`src/rtl/seg7_scan_ctrl.sv`:
```
// Multiplexed common-anode 7-segment scanner with a double-buffered frame,
// per-digit dp/blank/blink, leading-zero suppression and PWM brightness.
module seg7_scan_ctrl #(
    parameter int N_DIGITS     = 8,
    parameter int SCAN_DIV     = 131072,
    parameter int PWM_BITS     = 4,
    parameter int BLINK_FRAMES = 64
) (
    input  logic                  clk,
    input  logic                  reset,
    input  logic                  load,
    input  logic [4*N_DIGITS-1:0] data,
    input  logic [N_DIGITS-1:0]   dp,
    input  logic [N_DIGITS-1:0]   blank_mask,
    input  logic [N_DIGITS-1:0]   blink_mask,
    input  logic                  lz_en,
    input  logic [PWM_BITS-1:0]   brightness,
    output logic [N_DIGITS-1:0]   an,
    output logic [6:0]            a2g,
    output logic                  dp_n,
    output logic                  frame_done
);

    localparam int PW = $clog2(SCAN_DIV);
    localparam int IW = $clog2(N_DIGITS);
    localparam int FW = (BLINK_FRAMES > 1) ? $clog2(BLINK_FRAMES) : 1;

    logic [PW-1:0]         presc;
    logic [IW-1:0]         idx;
    logic [PWM_BITS-1:0]   pwm_cnt;
    logic [FW-1:0]         frame_cnt;
    logic                  blink_phase;

    logic [4*N_DIGITS-1:0] stg_data, act_data;
    logic [N_DIGITS-1:0]   stg_dp, act_dp;
    logic [N_DIGITS-1:0]   stg_blank, act_blank;
    logic [N_DIGITS-1:0]   stg_blink, act_blink;
    logic                  pending;

    logic                  tick;
    logic                  wrap;

    assign tick = (presc == PW'(SCAN_DIV - 1));
    assign wrap = tick && (idx == IW'(N_DIGITS - 1));

    // Scan timing: prescaler, digit index, PWM phase and blink cadence.
    always_ff @(posedge clk or negedge reset) begin
        if (!reset) begin
            presc       <= '0;
            idx         <= '0;
            pwm_cnt     <= '0;
            frame_cnt   <= '0;
            blink_phase <= 1'b0;
        end else begin
            presc   <= tick ? '0 : presc + 1'b1;
            pwm_cnt <= pwm_cnt + 1'b1;
            if (tick) begin
                idx <= (idx == IW'(N_DIGITS - 1)) ? '0 : idx + 1'b1;
            end
            if (wrap) begin
                if (frame_cnt == FW'(BLINK_FRAMES - 1)) begin
                    frame_cnt   <= '0;
                    blink_phase <= ~blink_phase;
                end else begin
                    frame_cnt <= frame_cnt + 1'b1;
                end
            end
        end
    end

    // load is a one-cycle strobe with no back-pressure; a capture that lands
    // on the frame boundary waits for the next boundary so frames never mix.
    always_ff @(posedge clk or negedge reset) begin
        if (!reset) begin
            stg_data  <= '0;
            stg_dp    <= '0;
            stg_blank <= '0;
            stg_blink <= '0;
            act_data  <= '0;
            act_dp    <= '0;
            act_blank <= '0;
            act_blink <= '0;
            pending   <= 1'b0;
        end else begin
            if (wrap && pending) begin
                act_data  <= stg_data;
                act_dp    <= stg_dp;
                act_blank <= stg_blank;
                act_blink <= stg_blink;
            end
            if (load) begin
                stg_data  <= data;
                stg_dp    <= dp;
                stg_blank <= blank_mask;
                stg_blink <= blink_mask;
                pending   <= 1'b1;
            end else if (wrap) begin
                pending <= 1'b0;
            end
        end
    end

    function automatic logic [6:0] glyph(input logic [3:0] nib);
        logic [6:0] g;
        case (nib)
            4'h0: g = 7'h40;
            4'h1: g = 7'h79;
            4'h2: g = 7'h24;
            4'h3: g = 7'h30;
            4'h4: g = 7'h19;
            4'h5: g = 7'h12;
            4'h6: g = 7'h02;
            4'h7: g = 7'h78;
            4'h8: g = 7'h00;
            4'h9: g = 7'h10;
            4'hA: g = 7'h08;
            4'hB: g = 7'h03;
            4'hC: g = 7'h46;
            4'hD: g = 7'h21;
            4'hE: g = 7'h06;
            default: g = 7'h0E;
        endcase
        return g;
    endfunction

    // lz_zero[k]: every active nibble from k up to the top digit is zero.
    logic [N_DIGITS-1:0] lz_zero;
    logic                upper_zero;

    always_comb begin
        lz_zero    = '0;
        upper_zero = 1'b1;
        for (int k = N_DIGITS - 1; k >= 0; k--) begin
            upper_zero = upper_zero && (act_data[4*k +: 4] == 4'd0);
            lz_zero[k] = upper_zero;
        end
    end

    logic [3:0]          nib;
    logic                pwm_on;
    logic                dark;
    logic                suppress;
    logic [N_DIGITS-1:0] sel_n;
    logic [N_DIGITS-1:0] an_nxt;
    logic [6:0]          a2g_nxt;
    logic                dp_n_nxt;

    always_comb begin
        nib      = act_data[{idx, 2'b00} +: 4];
        pwm_on   = (&brightness) || (pwm_cnt < brightness);
        dark     = act_blank[idx] || (act_blink[idx] && blink_phase) || !pwm_on;
        suppress = lz_en && (idx != '0) && lz_zero[idx];
        sel_n    = ~(N_DIGITS'(1) << idx);
        an_nxt   = '1;
        a2g_nxt  = 7'h7F;
        dp_n_nxt = 1'b1;
        if (!dark) begin
            if (suppress) begin
                // A suppressed zero still carries its decimal point.
                if (act_dp[idx]) begin
                    an_nxt   = sel_n;
                    dp_n_nxt = 1'b0;
                end
            end else begin
                an_nxt   = sel_n;
                a2g_nxt  = glyph(nib);
                dp_n_nxt = ~act_dp[idx];
            end
        end
    end

    always_ff @(posedge clk or negedge reset) begin
        if (!reset) begin
            an         <= '1;
            a2g        <= 7'h7F;
            dp_n       <= 1'b1;
            frame_done <= 1'b0;
        end else begin
            an         <= an_nxt;
            a2g        <= a2g_nxt;
            dp_n       <= dp_n_nxt;
            frame_done <= wrap;
        end
    end

endmodule

```
`config.mk`:
```
export PLATFORM = sky130hd
export DESIGN_NAME = seg7_scan_ctrl
export DESIGN_NICKNAME = d
export VERILOG_FILES = /design/src/rtl/seg7_scan_ctrl.sv
export SDC_FILE = /design/constraint.sdc
export NUM_CORES = 1
export LEC_CHECK = 0
export ABC_AREA = 0
export BUFFER_PORTS_ARGS = -buffer_cell sky130_fd_sc_hd__buf_4
export CAP_MARGIN = 20
export CORE_MARGIN = 2
export CORE_UTILIZATION = 52
export CTS_CLUSTER_SIZE = 8
export DETAILED_ROUTE_END_ITERATION = 16
export PLACE_DENSITY = 0.68
export SETUP_SLACK_MARGIN = 0.2
export SYNTH_ARGS = -nofsm -noshare
export SYNTH_HDL_FRONTEND = slang
export SYNTH_SLANG_ARGS = --single-unit
export TNS_END_PERCENT = 50
```
`constraint.sdc`:
```
create_clock -name clk -period 6.9 [get_ports clk]
set_input_delay 1.035 -clock clk [delete_from_list [all_inputs] [get_ports clk]]
set_output_delay 1.035 -clock clk [all_outputs]
set_load 0.01 [all_outputs]
```
======== After elaboration in Yosys (flattened, before gate mapping) ========
Memory sizes are Yosys's and may differ from the RTL's.
Index checks and enable logic that the tools add are counted.
operators by class
  $add $sub $neg .......................... 4
  order comparisons ....................... 2
  eq/ne operators ......................... 3
  shifts and indexed selects .............. 2
  mux-type cells .......................... 21
  bitwise logic cells ..................... 3
  reduce and logical (&&, ||, !) cells .... 28
operators by type and width
  kind                                                                   count
  4-bit zero test                                                        8
  32-bit by 6-bit variable part select with 4-bit output                 1
  8-bit two-way mux                                                      3
  17-bit by 1-bit adder with 17-bit output (second input constant)       1
  17-bit equality test (second input constant)                           1
  17-bit two-way mux                                                     1
  7-bit two-way mux                                                      2
  1-bit binary-select mux with 3-bit select                              4
  1-bit logical AND                                                      12
  1-bit two-way mux                                                      9
  8-bit NOT                                                              1
  1-bit by 3-bit << shifter with 8-bit output (first input constant)     1
  6-bit by 1-bit adder with 6-bit output (second input constant)         1
  6-bit equality test (second input constant)                            1
  6-bit two-way mux                                                      1
  4-bit by 1-bit adder with 4-bit output (second input constant)         1
  3-bit by 4-bit < comparator with 1-bit output (second input constant)  1
  4-bit < comparator                                                     1
  4-bit AND reduction                                                    1
  3-bit by 1-bit adder with 3-bit output (second input constant)         1
  3-bit equality test (second input constant)                            1
  1-bit logical OR                                                       3
  3-bit two-way mux                                                      1
  3-bit nonzero test                                                     1
  4 further kinds                                                        5
word-level totals
  register bits ........................... 161
  bits in read-only memories .............. 112
  input bits .............................. 64
  output and inout bits ................... 17
  word-level logic and storage cells ...... 82
  memories kept ........................... 1
memory list
  name              words  bits a word  read ports  clocked after memory_dff  write ports  line  text
  (name not given)  16     7            1           0                         0            105   case (nib)

======== Depth between registers and ports, before layout ========
  depth in word-level cells ............... 13
  depth in mapped cells ................... 11
  depth with buffers taken out ............ 10

======== Worst setup path before layout ========
OpenSTA, ideal clock, no wires.
  kind .................................... reg2reg
  start point ............................. reg presc[2]
  end point ............................... reg act_blank[0]
  setup time .............................. 125 ps
  arrival time ............................ 2312 ps
  required time ........................... 6775 ps
  slack ................................... 4463 ps
  cell stages (with the launch flop) ...... 12
  path buffers ............................ 3
  clock period less this slack ............ 2437 ps
  cells stage by stage .................... dfrtp_1 -> and4_1 -> clkbuf_1 -> nand3_1 -> nor3_1 -> ha_1 -> nand2_1 -> inv_2 -> nand2_1 -> clkbuf_1 -> buf_2 -> mux2_2
between the ends
  cells in the longest elaborated chain, start to end .. 3
RTL lines
  element                   line  text
  start: declaration        28    logic [PW-1:0] presc;
  start signal: assignment  55    presc <= tick ? '0 : presc + 1'b1;
  17-bit equality test      43    assign tick = (presc == PW'(SCAN_DIV - 1));
  1-bit logical AND         44    assign wrap = tick && (idx == IW'(N_DIGITS - 1));
  via wrap                  41    logic wrap;
  1-bit logical AND         85    if (wrap && pending) begin
  end signal: assignment    88    act_blank <= stg_blank;
  end: declaration          36    logic [N_DIGITS-1:0] stg_blank, act_blank;
The timed path passes the listed nets, and every way through them passes these cells.
A chain may end at the register's enable or synchronous reset.

======== Final worst setup path ========
  start point ............................. reg presc[2]
  end point ............................... reg act_data[20]
between the ends
  cells in the longest elaborated chain, start to end .. 3
RTL lines
  element                 line  text
  17-bit equality test    43
  1-bit logical AND       44
  via wrap                41
  1-bit logical AND       85
  end signal: assignment  86    act_data <= stg_data;
  end: declaration        34    logic [4*N_DIGITS-1:0] stg_data, act_data;
The timed path passes the listed nets, and every way through them passes these cells.

==> implementation parameters <==
Parameter                              Value

Timing
  Share of the clock period used by the worst path ... 45.69%
  Setup repair after global routing missed its margin ... no
  Clk_skew ... 7.057 ps
  Worst slew margin relative to its limit ... 39.40%
  Max-slew violations ... 0
  Actual slew at the worst max-slew pin ... 909.0 ps
  Shortest period the worst path allows ... 3153 ps
  Total negative slack ... 0 ps
  Final-report setup violation count ... 0
  Fin. Hold Viols ... 0
  Maximum clock rate ... 0.3172 GHz

Setup path
  Number of buffer and inverter instances along the worst setup path ... 2
  Worst path required time ... 7200 ps
  Highest cell delay on the worst timing path ... 680 ps
  Critical-path cell list ... and4_1, nand3_1, nor3_1, ha_1, nand2_1, inv_2, nand2_2, buf_4, mux2_2
  Crit path max fanout ... 56
  Crit path max-delay cell type ... sky130_fd_sc_hd__ha_1
  WP data arrival ... 3450 ps
  Endpoint class of the critical path ... register
  Kind of start point of the critical path ... register
  Cell count of the worst reg-to-reg path ... 9
  Setup slack, reg-to-reg ... 3750 ps
  Worst path top cell family by delay ... simple AND/OR/NAND/NOR gates
  Levels on crit path ... 9
  Critical Setup Path Class ... reg -> reg

Floorplanning
  Count of boundary I/O pins ... 81
  Area enclosed by the die boundary ... 14620 um2
  Core box area ... 13300 um2
  Die extent in y ... 120.9 um
  Starting Density ... 53.45%
  Die width ... 120.9 um
  Number of standard-cell rows in the floorplan ... 42

Global routing
  Met2 Use GR ... 31.74%
  Met3 GRT Util ... 5.122%
  Initial antenna violation count ... 0
  Maximum number of pins on one net before global-route repair ... 98
  Total routing usage reported by global routing ... 19.91%
  First-pass GRT wire length ... 22.49 mm
  Total congestion overflow ... 0
  Vias in the first global route ... 4562
  Most crowded layer after global routing ... met2
  GRT met1 Usage ... 26.68%

Detailed routing
  Number of nets with antenna violations after detailed routing ... 0
  Via count normalized by instance count ... 5.555
  Detailed-route wire length ... 13.16 mm
  Detailed-router iteration count before antenna repair ... 4
  WL per Instance ... 16.77 um
  DRC ... 0
  Starting DRT DRC Count ... 220
  Via count of the routed design ... 4361

CTS
  Number of gates resized after cts ... 0
  Clk slew on worst S/H paths ... 60 ps
  Number of buffers added for setup after CTS ... 0
  Cts-stage hold buffer count ... 0
  Number of buffers created by CTS ... 17
  Number of sinks handled by clock tree synthesis ... 161
  Source-to-sink clock delay at the later pin of the worst-skew pair ... 410 ps
  CTS tree ... done
  Root Driver ... sky130_fd_sc_hd__clkbuf_16
  Clock buffer depth ... 2
  H-Tree Level Count ... 4

Logic synthesis
  Cell variety after synth ... 52
  Synth Instances ... 515
  Largest cells by area after synthesis ... sky130_fd_sc_hd__dfrtp_1 (51%), sky130_fd_sc_hd__mux2_2 (18%), sky130_fd_sc_hd__dfstp_2 (5.9%), sky130_fd_sc_hd__mux4_2 (3.5%), sky130_fd_sc_hd__ha_1 (3.3%)
  Post-synth EDFFs ... 0
  Synthesized netlist net count ... 598
  Largest area contributor in the netlist ... sky130_fd_sc_hd__dfrtp_1
  Avg Inst Size Synth ... 13.80 um2
  Number of synthesized register bits ... 161
  Async SR Flop Fraction ... 100.0%
  Synthesized cell area ... 7107 um2
  Share of the synthesized area in the top cell type ... 51.06%
  Sequential element share of the synthesized area ... 56.97%
  Yosys synthesis warning count ... 0
  Top flip-flop cell by instance count after synthesis ... sky130_fd_sc_hd__dfrtp_1

Placed design
  Final HPWL from detailed placement ... 9.144 mm
  Quantity of I/O buffers inserted on ports ... 80
  Total placed instance area ... 7840 um2
  Placer's final routability congestion estimate ... 0.9186

Power
  Maximum VDD drop ... 0.1548 mV
  Power density normalized to cell area ... 237.1 nW/um2
  Standby leakage power ... 3.974 nW

Hold path
  Number of stages on the worst hold path ... 1
  Class of the most critical hold timing path ... reg -> reg

Run
  Max-cap violation count ... 0

Run status
  Outcome ... finished, final reports clean

Finish
  Syn-to-layout area delta ... 18.43%
  Final net count ... 679
  Final Instance Area ... 8417 um2
  Fraction of the core area covered by cells at the end of the flow ... 63.31%
  Fill cell count ... 990
  Antenna fix cells ... 0
  Layout cells sized above 1 ... 42.86%
## synthesized netlist by cell type, types with 10 or more instances
master / instances
sky130_fd_sc_hd__ha_1: 19
sky130_fd_sc_hd__o21ai_0: 12
sky130_fd_sc_hd__nand4_1: 13
sky130_fd_sc_hd__mux2_2: 113
sky130_fd_sc_hd__nor2_1: 20
sky130_fd_sc_hd__clkbuf_1: 11
sky130_fd_sc_hd__xor2_1: 10
sky130_fd_sc_hd__mux4_2: 11
sky130_fd_sc_hd__nand2_1: 25
sky130_fd_sc_hd__dfrtp_1: 145
sky130_fd_sc_hd__dfstp_2: 16
## sequential cells by signal, summed over array words and instances, names as in the netlist, 7 cells and up
signal,count
a2g,7
act_blank,8
act_blink,8
act_data,32
act_dp,8
an,8
presc,17
stg_blank,8
stg_blink,8
stg_data,32
stg_dp,8
## worst register-to-register path: cells and delay by family, from the launching register on
family                     cells  cell delay, ps
buffers and inverters          2             490
and+or+nand+nor                5            1030
DFF                            1             420
muxes                          1             430
adders and majority gates      1             680
## report_power, final
group | switching, W | internal (W) | total, W | leakage, nW
Clock | 0.000349 | 0.000553 | 0.000902 | 0.282
Combinational | 0.0000401 | 0.0000551 | 0.0000951 | 1.65
Sequential | 0.0000183 | 0.000980 | 0.000998 | 2.04
Total | 0.000408 | 0.00159 | 0.00200 | 3.97
## layer usage
metal | routed length (um) | vias up
met5 | 0 | -
met4 | 198 | 0
met3 | 610 | 19
met2 | 6417 | 94
met1 | 5938 | 2218
li1 | - | 2030
## per-stage QoR
step / setup WS, ps / total power [W] / cells / hold slack (ps)
floorplan: 4463 / 0.001051 / 515 / 434.2
global placement: 3880 / 0.001109 / 753 / 455.4
CTS: 3752 / 0.002022 / 785 / 472.6
finish: 3747 / 0.001995 / 785 / 470.6
global route: 3433 / 0.002074 / 785 / 501.7
detailed placement: 3762 / 0.001113 / 753 / 466.8
## path summary, 6_finish.rpt
kind | to | from
min | pwm_cnt[0] | pwm_cnt[0]
max | act_data[20] | presc[2]
max in group asynchronous | pwm_cnt[2] | reset
max reg2reg | act_data[20] | presc[2]
min reg2reg | pwm_cnt[0] | pwm_cnt[0]
min in group asynchronous | stg_dp[0] | reset
## logic make-up (layout without fill, tap and decap cells)
group           Yosys count  after routing  share of synthesized area, %
mux                     134            134                         23.06
compound gates           45             45                         4.525
simple gates            106            106                         7.729
buf+inv                  33            127                         2.271
fa+ha+maj                19             19                         3.345
flops                   161            161                         56.97
xor+xnor                 17             17                         2.095
## cells in the final DEF, fill, tap and decap left out, types with 2 or more instances in the layout
master,synthesis,layout
sky130_fd_sc_hd__clkinv_2,0,2
sky130_fd_sc_hd__mux2i_1,7,7
sky130_fd_sc_hd__nand2_1,25,24
sky130_fd_sc_hd__a211oi_1,3,3
sky130_fd_sc_hd__xnor2_1,7,7
sky130_fd_sc_hd__nand4_1,13,13
sky130_fd_sc_hd__clkinv_4,0,4
sky130_fd_sc_hd__o21ai_0,12,12
sky130_fd_sc_hd__dfstp_2,16,16
sky130_fd_sc_hd__or3_1,5,5
sky130_fd_sc_hd__nor2_1,20,20
sky130_fd_sc_hd__bufinv_16,0,2
sky130_fd_sc_hd__clkbuf_16,0,17
sky130_fd_sc_hd__nand3_1,9,9
sky130_fd_sc_hd__mux4_2,11,11
sky130_fd_sc_hd__inv_2,2,2
sky130_fd_sc_hd__xor2_1,10,10
sky130_fd_sc_hd__and3_1,6,6
sky130_fd_sc_hd__o22a_1,2,2
sky130_fd_sc_hd__dfrtp_1,145,145
sky130_fd_sc_hd__a21o_1,2,2
sky130_fd_sc_hd__inv_1,9,9
sky130_fd_sc_hd__or4_1,2,2
sky130_fd_sc_hd__nor4_1,4,4
sky130_fd_sc_hd__nand2b_1,4,4
sky130_fd_sc_hd__and2_1,2,2
sky130_fd_sc_hd__clkbuf_1,11,5
sky130_fd_sc_hd__mux2_2,113,113
sky130_fd_sc_hd__clkbuf_8,0,2
sky130_fd_sc_hd__o21ai_1,4,4
sky130_fd_sc_hd__nor2b_1,4,4
sky130_fd_sc_hd__nor3_1,6,6
sky130_fd_sc_hd__and4_1,3,3
sky130_fd_sc_hd__o2111ai_1,3,3
sky130_fd_sc_hd__buf_4,0,82
sky130_fd_sc_hd__a21oi_1,7,7
sky130_fd_sc_hd__ha_1,19,19
## final cells by class
class | count | area [um2] | area share [%]
Inverter | 12 | 45.04 | 0.5352
Tap cell | 176 | 220.2 | 2.616
Clock buffer | 24 | 471.7 | 5.604
Clock inverter | 8 | 105.1 | 1.249
Multi-Input combinational cell | 321 | 2899 | 34.44
Sequential cell | 161 | 4049 | 48.10
Timing Repair Buffer | 83 | 626.9 | 7.448
Power figures use the tool's default switching activity.
